$ cat src/rtl/wb_trace_buffer.sv
// Writeback trace recorder: logs {cycle, pc, rd, wdata} of RF writes into a FWFT FIFO.
// Optional PC trigger gating is compiled in with `define WB_TRACE_TRIG_EN.
module wb_trace_buffer #(
  parameter int XLEN  = 32,
  parameter int REGW  = 5,
  parameter int DEPTH = 16,
  parameter int CYCW  = 32
) (
  input  logic                     clk,
  input  logic                     rstn,
  input  logic                     en,
  input  logic                     clear,
  input  logic                     wb_we,
  input  logic [REGW-1:0]          wb_rd,
  input  logic [XLEN-1:0]          wb_data,
  input  logic [XLEN-1:0]          wb_pc,
`ifdef WB_TRACE_TRIG_EN
  input  logic [XLEN-1:0]          trig_pc,
  output logic                     triggered,
`endif
  output logic                     out_valid,
  input  logic                     out_ready,
  output logic [CYCW-1:0]          out_cycle,
  output logic [XLEN-1:0]          out_pc,
  output logic [REGW-1:0]          out_rd,
  output logic [XLEN-1:0]          out_data,
  output logic [$clog2(DEPTH):0]   count,
  output logic [15:0]              overflow_cnt
);

  localparam int PTRW = $clog2(DEPTH);
  localparam int CNTW = PTRW + 1;

  typedef struct packed {
    logic [CYCW-1:0] cyc;
    logic [XLEN-1:0] pc;
    logic [REGW-1:0] rd;
    logic [XLEN-1:0] data;
  } entry_t;

  entry_t          mem_q [DEPTH];
  logic [PTRW-1:0] wr_ptr_q, wr_ptr_d;
  logic [PTRW-1:0] rd_ptr_q, rd_ptr_d;
  logic [CNTW-1:0] cnt_q, cnt_d;
  logic [15:0]     ovf_q, ovf_d;
  logic [CYCW-1:0] cyc_q, cyc_d;
  logic            trig_q, trig_d;

  logic   qual, push_req, empty, full, pop, push, drop, mem_we;
  entry_t wr_entry, head;

  // NOTE: every signal assigned in always_comb gets a default first so no path leaves it unassigned (no latch).
  always_comb begin
    qual     = en & wb_we & (wb_rd != '0);
`ifdef WB_TRACE_TRIG_EN
    // The matching event both arms the trigger and is itself captured.
    push_req = qual & (trig_q | (wb_pc == trig_pc));
    trig_d   = clear ? 1'b0 : (trig_q | (qual & (wb_pc == trig_pc)));
`else
    push_req = qual;
    trig_d   = 1'b0;
`endif
    empty    = (cnt_q == '0);
    full     = (cnt_q == CNTW'(DEPTH));
    pop      = ~empty & out_ready;
    // A full FIFO still accepts a push when the head leaves on the same edge.
    push     = push_req & (~full | pop);
    drop     = push_req & full & ~pop;

    wr_entry = '{cyc: cyc_q, pc: wb_pc, rd: wb_rd, data: wb_data};
    cyc_d    = cyc_q + CYCW'(1);
    wr_ptr_d = wr_ptr_q;
    rd_ptr_d = rd_ptr_q;
    cnt_d    = cnt_q;
    ovf_d    = ovf_q;
    mem_we   = 1'b0;

    if (clear) begin
      wr_ptr_d = '0;
      rd_ptr_d = '0;
      cnt_d    = '0;
      ovf_d    = '0;
    end else begin
      mem_we = push;
      if (push) wr_ptr_d = wr_ptr_q + PTRW'(1);
      if (pop)  rd_ptr_d = rd_ptr_q + PTRW'(1);
      case ({push, pop})
        2'b10:   cnt_d = cnt_q + CNTW'(1);
        2'b01:   cnt_d = cnt_q - CNTW'(1);
        default: cnt_d = cnt_q;
      endcase
      if (drop && ovf_q != 16'hFFFF) ovf_d = ovf_q + 16'd1;
    end
  end

  // NOTE: sequential state uses non-blocking assignments so every flop samples pre-edge values.
  always_ff @(posedge clk or negedge rstn) begin
    if (!rstn) begin
      wr_ptr_q <= '0;
      rd_ptr_q <= '0;
      cnt_q    <= '0;
      ovf_q    <= '0;
      cyc_q    <= '0;
      trig_q   <= 1'b0;
    end else begin
      wr_ptr_q <= wr_ptr_d;
      rd_ptr_q <= rd_ptr_d;
      cnt_q    <= cnt_d;
      ovf_q    <= ovf_d;
      cyc_q    <= cyc_d;
      trig_q   <= trig_d;
    end
  end

  // NOTE: the storage array is not reset; stale contents are never visible because outputs are gated by occupancy.
  always_ff @(posedge clk) begin
    if (mem_we) mem_q[wr_ptr_q] <= wr_entry;
  end

  always_comb begin
    head      = mem_q[rd_ptr_q];
    out_valid = ~empty;
    out_cycle = out_valid ? head.cyc  : '0;
    out_pc    = out_valid ? head.pc   : '0;
    out_rd    = out_valid ? head.rd   : '0;
    out_data  = out_valid ? head.data : '0;
  end

  assign count        = cnt_q;
  assign overflow_cnt = ovf_q;
`ifdef WB_TRACE_TRIG_EN
  assign triggered    = trig_q;
`endif

endmodule
$ cat config.mk
export PLATFORM = sky130hd
export DESIGN_NAME = wb_trace_buffer
export DESIGN_NICKNAME = d
export VERILOG_FILES = /design/src/rtl/wb_trace_buffer.sv
export SDC_FILE = /design/constraint.sdc
export NUM_CORES = 1
export LEC_CHECK = 0
export ABC_AREA = 1
export CAP_MARGIN = 40
export CORE_ASPECT_RATIO = 1.1
export CORE_MARGIN = 3
export CORE_UTILIZATION = 35
export DETAILED_ROUTE_END_ITERATION = 8
export PLACE_DENSITY = 0.62
export SLEW_MARGIN = 0
export SYNTH_ARGS = -nofsm -noshare
export SYNTH_HDL_FRONTEND = slang
export SYNTH_SLANG_ARGS = --single-unit
$ cat constraint.sdc
create_clock -name clk -period 6.7 [get_ports clk]
set_input_delay 1.34 -clock clk [delete_from_list [all_inputs] [get_ports clk]]
set_output_delay 1.34 -clock clk [all_outputs]
set_load 0.01 [all_outputs]
* After elaboration in Yosys (flattened, before gate mapping)
Memory sizes are Yosys's and may differ from the RTL's.
Cells that the tools add are included.
** Word-level totals
- Flip-flop bits (word level) :: 61
- RAM bits :: 1616
- Input bits :: 75
- Output and inout bits :: 123
- Logic and storage cells :: 48
- Memories kept :: 1
** Memory list
- mem_q :: depth 16, bits a word 101, rd ports 1, clocked after memory_dff 0, write ports 1, RTL line 41 : entry_t mem_q [DEPTH];
** Operators by class
- Add/sub/neg operators :: 6
- Equality and inequality tests :: 4
- Mux-type cells :: 15
- Bitwise gates (word level) :: 10
- Reductions and logical operators :: 7
** Operator list (number)
- 32-bit 2-to-1 mux :: 3
- 32-bit by 1-bit adder with 32-bit output, second input constant :: 1
- 16-bit 2-to-1 mux :: 2
- 16-bit by 1-bit adder with 16-bit output, second input constant :: 1
- 4-bit 2-to-1 mux :: 4
- 16-bit != test, second input constant :: 1
- 5-bit 2-to-1 mux :: 2
- 5-bit case mux with 2 select lines :: 1
- 4-bit by 1-bit adder with 4-bit output, second input constant :: 2
- 1-bit AND :: 6
- 2-bit nonzero test :: 3
- 5-bit by 1-bit adder with 5-bit output, second input constant :: 1
- 5-bit equality test, second input constant :: 1
- 5-bit zero test :: 1
- 5-bit nonzero test :: 1
- 5-bit by 1-bit subtractor with 5-bit output, second input constant :: 1
- 1-bit 2-to-1 mux :: 3
- 1-bit NOT :: 3
- 3-bit nonzero test :: 1
- 2-bit by 1-bit equality test with 1-bit output, second input constant :: 1
- 2-bit equality test, second input constant :: 1
- 1-bit logical AND :: 1
- 1-bit OR :: 1

* Depth between registers and ports, before layout
- Word-level depth :: 8
- Depth in mapped cells :: 14
- Mapped depth without buffers :: 14

* Worst setup path after synthesis
OpenSTA, ideal clock, no wires.
- Kind :: in2reg
- Start point :: in wb_rd[3]
- End point :: mem mem_q[11][0] (netlist bit), enable pin
- Setup time :: 0.562 ns
- Arrival :: 6.173 ns
- Setup slack :: -0.035 ns
- Stages on the path :: 6
- Buffers on the path :: 0
- Cell sequence :: nor2_1 -> nand3b_1 -> nand2_1 -> nor2_1 -> nand2_1 -> nor2_1
** On the way
- Word-level cells in the longest chain between the ends :: 6
** Ends and longest elaborated chain
- from (decl) :: RTL line 14 : input logic [REGW-1:0] wb_rd,
- 5-bit nonzero test :: RTL line 54 : qual = en & wb_we & (wb_rd != '0);
- 1-bit AND :: RTL line 54
- 1-bit AND :: RTL line 67 : push = push_req & (~full | pop);
- 1-bit 2-to-1 mux :: RTL line 78 : if (clear) begin
- 1-bit 2-to-1 mux :: RTL line 117 : if (mem_we) mem_q[wr_ptr_q] <= wr_entry;
- 1-bit 2-to-1 mux (implied by the code) :: RTL line 117
- to (decl) :: RTL line 41
No other way between the ends.

* Worst setup path in the final report
- Start point :: reg rd_ptr_q[0]
- End point :: out out_rd[3]
** On the way
- Word-level cells in the longest chain between the ends :: 2
** Ends and longest elaborated chain
- from (decl) :: RTL line 43 : logic [PTRW-1:0] rd_ptr_q, rd_ptr_d;
- from (signal assigned) :: RTL line 107 : rd_ptr_q <= rd_ptr_d;
- memory read 16 x 101 bit
- 5-bit 2-to-1 mux :: RTL line 125 : out_rd = out_valid ? head.rd : '0;
- to (decl) :: RTL line 25 : output logic [REGW-1:0] out_rd,
No other way between the ends.

==> flow_summary.json <==
{
  "multi_input_area_mm2": 0.0150,
  "drive_above_1_share_pct": 6.47,
  "syn_inst": 5141,
  "critical_path_class": "reg -> out",
  "syn_to_final_growth_pct": 15.1,
  "via_count": 41700,
  "wire_per_inst_um": 21.4,
  "worstSetupStartpoint": "rd_ptr_q[0]$_DFFE_PN0P_",
  "dr_wl_met2_mm": 83.2,
  "hold_ws_ns": 0.364,
  "cts.sinks": 1677,
  "place.gp.congestion": 0.773,
  "post_cts_resized": 0,
  "cts_tree": "yes",
  "rr_endpoint": "mem_q[8][35]$_DFFE_PP_",
  "ys_warn_count": 0,
  "nets": 5329,
  "power_density_mw_per_mm2": 356,
  "ys_seq_elements": 1677,
  "drtIter0Drc": 4101,
  "drc": 0,
  "hold_buffers": 0,
  "numPortBuffers": 197,
  "static-leakage-power_uw": 0.0243,
  "clk_pin_slew_ns": 0.07,
  "period_share_pct": 91.0,
  "dpl.hpwl_mm": 90.8,
  "coreArea_mm2": 0.189,
  "path_max_fanout": 212,
  "fin_ws_ns": 0.600,
  "drt_wl_total_mm": 169,
  "vdd_drop_max_mv": 0.372,
  "final_cell_mix": "1616 x edfxtp_1, 1254 x nor2_1, 540 x o21ai_0",
  "max-cap-violations": 0,
  "die-area_mm2": 0.197,
  "violations": "slew limit",
  "fmax_ghz": 0.164,
  "drtAntennaViolNets": 0,
  "arrival_ns": 4.76,
  "rr_startpoint": "count[4]$_DFFE_PN0P_",
  "fill_cells": 17300,
  "synth_edf_count": 1616,
  "rsz0062_at_grt": "no",
  "die_w_um": 423,
  "antenna_found_initial": 6,
  "required_ns": 5.36,
  "postSynth.asyncResetShare_pct": 3.64,
  "seq_area_mm2": 0.0501,
  "wl_met1_mm": 72.8,
  "grt.overflow.total": 0,
  "cts_buffer_depth": 3,
  "dr.pass1.iters": 5,
  "r2r_cells": 7,
  "syn_area_per_cell_um2": 13.0,
  "grt_pass1_wl_mm": 257,
  "wl_met3_mm": 8.93,
  "clock_tree.root_cell": "clkbuf_16",
  "min_period_ns": 6.10,
  "vias_per_cell": 5.27,
  "grt_max_degree": 232,
  "reg2reg_slack_ns": 3.84,
  "initial_core_util_pct": 35.4,
  "seq_area_frac_synth_pct": 74.8,
  "synth_cell_types": 39,
  "syn-num-nets": 5227,
  "die_h_um": 465,
  "hold_class": "in -> async",
  "grt_pass1_vias": 40900,
  "synth_area_mm2": 0.0669,
  "clk-insertion-delay-late_ns": 0.79,
  "setup_viol": 0,
  "cts_buffers": 161,
  "final_common_cell": "edfxtp_1",
  "gr-usage-all-layers_pct": 16.8,
  "hold_viol": 0,
  "max_slew_margin_pct": -8.84,
  "postCtsSetupBuffers": 0,
  "num_rows": 167,
  "routed.top_layer": "met5",
  "outcome": "finished, violations left",
  "synthFlopType": "edfxtp_1",
  "drv_slew": 91,
  "skew_ns": 0.0204,
  "htreeDepth": 4,
  "tns_ns": 0,
  "cp-end-kind": "output pin",
  "crit_path_start_kind": "register",
  "worst_pin_slew_ns": 1.63,
  "io_pins": 198,
  "pre_cts_ws_ns": 1.57
}
## cell families (layout without fill, tap and decap cells)
family          count (synthesis)  count (layout)  share of synthesized area, %
simple gates                 1667            1667                          9.96
compound gates               1344            1344                          11.6
fa+ha+maj                      11              11                         0.217
xor+xnor                       36              36                         0.471
other cells                     0               4                             0
flops                        1677            1677                          74.8
buf+inv                       406             641                          3.00
## worst max-delay path, cell delays in order, from the launching register on
cell and delay [ns]:
dfrtp_4 0.64, inv_16 0.24, buf_16 0.46, buf_12 0.45
buf_12 0.32, nor2_1 0.07, o211ai_1 0.21, nand3_1 0.10
a21oi_1 0.30, clkdlybuf4s50_1 0.60
## routing by layer
layer,GRT usage [%],vias to the layer above
met1,22.9,21100
met4,5.10,2
met2,28.1,1238
met3,2.24,228
li1,-,19100
met5,0,-
## synthesized netlist by cell type, drive strengths merged (2+ instances only)
cell type,number,area (µm²)
edfxtp,1616,48500
nor2,1271,4770
o21ai,828,4140
o211ai,404,3030
nand3,245,1230
buf,183,1170
clkbuf,168,632
a21oi,107,539
nand2,103,389
dfrtp,61,1530
inv,54,205
nor3,25,130
xor2,24,210
nand4,18,113
xnor2,12,105
ha,10,125
nand3b,2,15.0
## registers in the layout, summed over array words and instances (netlist names)
signal,count
count,5
cyc_q,32
mem_q,1616
overflow_cnt,16
rd_ptr_q,4
wr_ptr_q,4
## report_power, final
group	leakage (µW)	total [µW]	internal [µW]	switching (µW)
sequential	0.0153	11600	11500	71.5
clock	0.00252	8920	5030	3890
combinational	0.00645	6920	2310	4610
total	0.0243	27400	18800	8580
## final cells by class
type                            instances  share of cell area (%)
Tap cell                             2535                    4.12
Clock inverter                         90                    1.21
Antenna cell                            4                  0.0130
Sequential cell                      1677                    65.0
Multi-Input combinational cell       3058                    19.5
Inverter                               55                   0.318
Clock buffer                          206                    5.52
Timing Repair Buffer                  290                    4.34
## worst max path at each step
stage                              to  slack (ns)  cells past startpoint
6_report                    out_rd[3]        0.60                      9
5_1_grt                     out_rd[0]        0.49                      9
4_1_cts                    out_pc[18]        0.70                      8
3_5_place_dp               out_pc[18]        1.57                      8
3_3_place_gp   mem_q[4][37]$_DFFE_PP_        1.39                      8
2_1_floorplan  mem_q[11][0]$_DFFE_PP_       -0.03                      6
## stage by stage
stage                     total power [µW]  util, %  cell area (µm²)  std cells
after floorplan                      15900        -            66900       5141
after global placement               18700     37.8            71600       7606
after detailed placement             18800     37.9            71800       7615
after CTS                            27700     40.7            77000       7911
after global routing                 28700     40.7            77000       7912
final                                27400     40.7            77000       7915
Power figures use the tool's default switching activity.
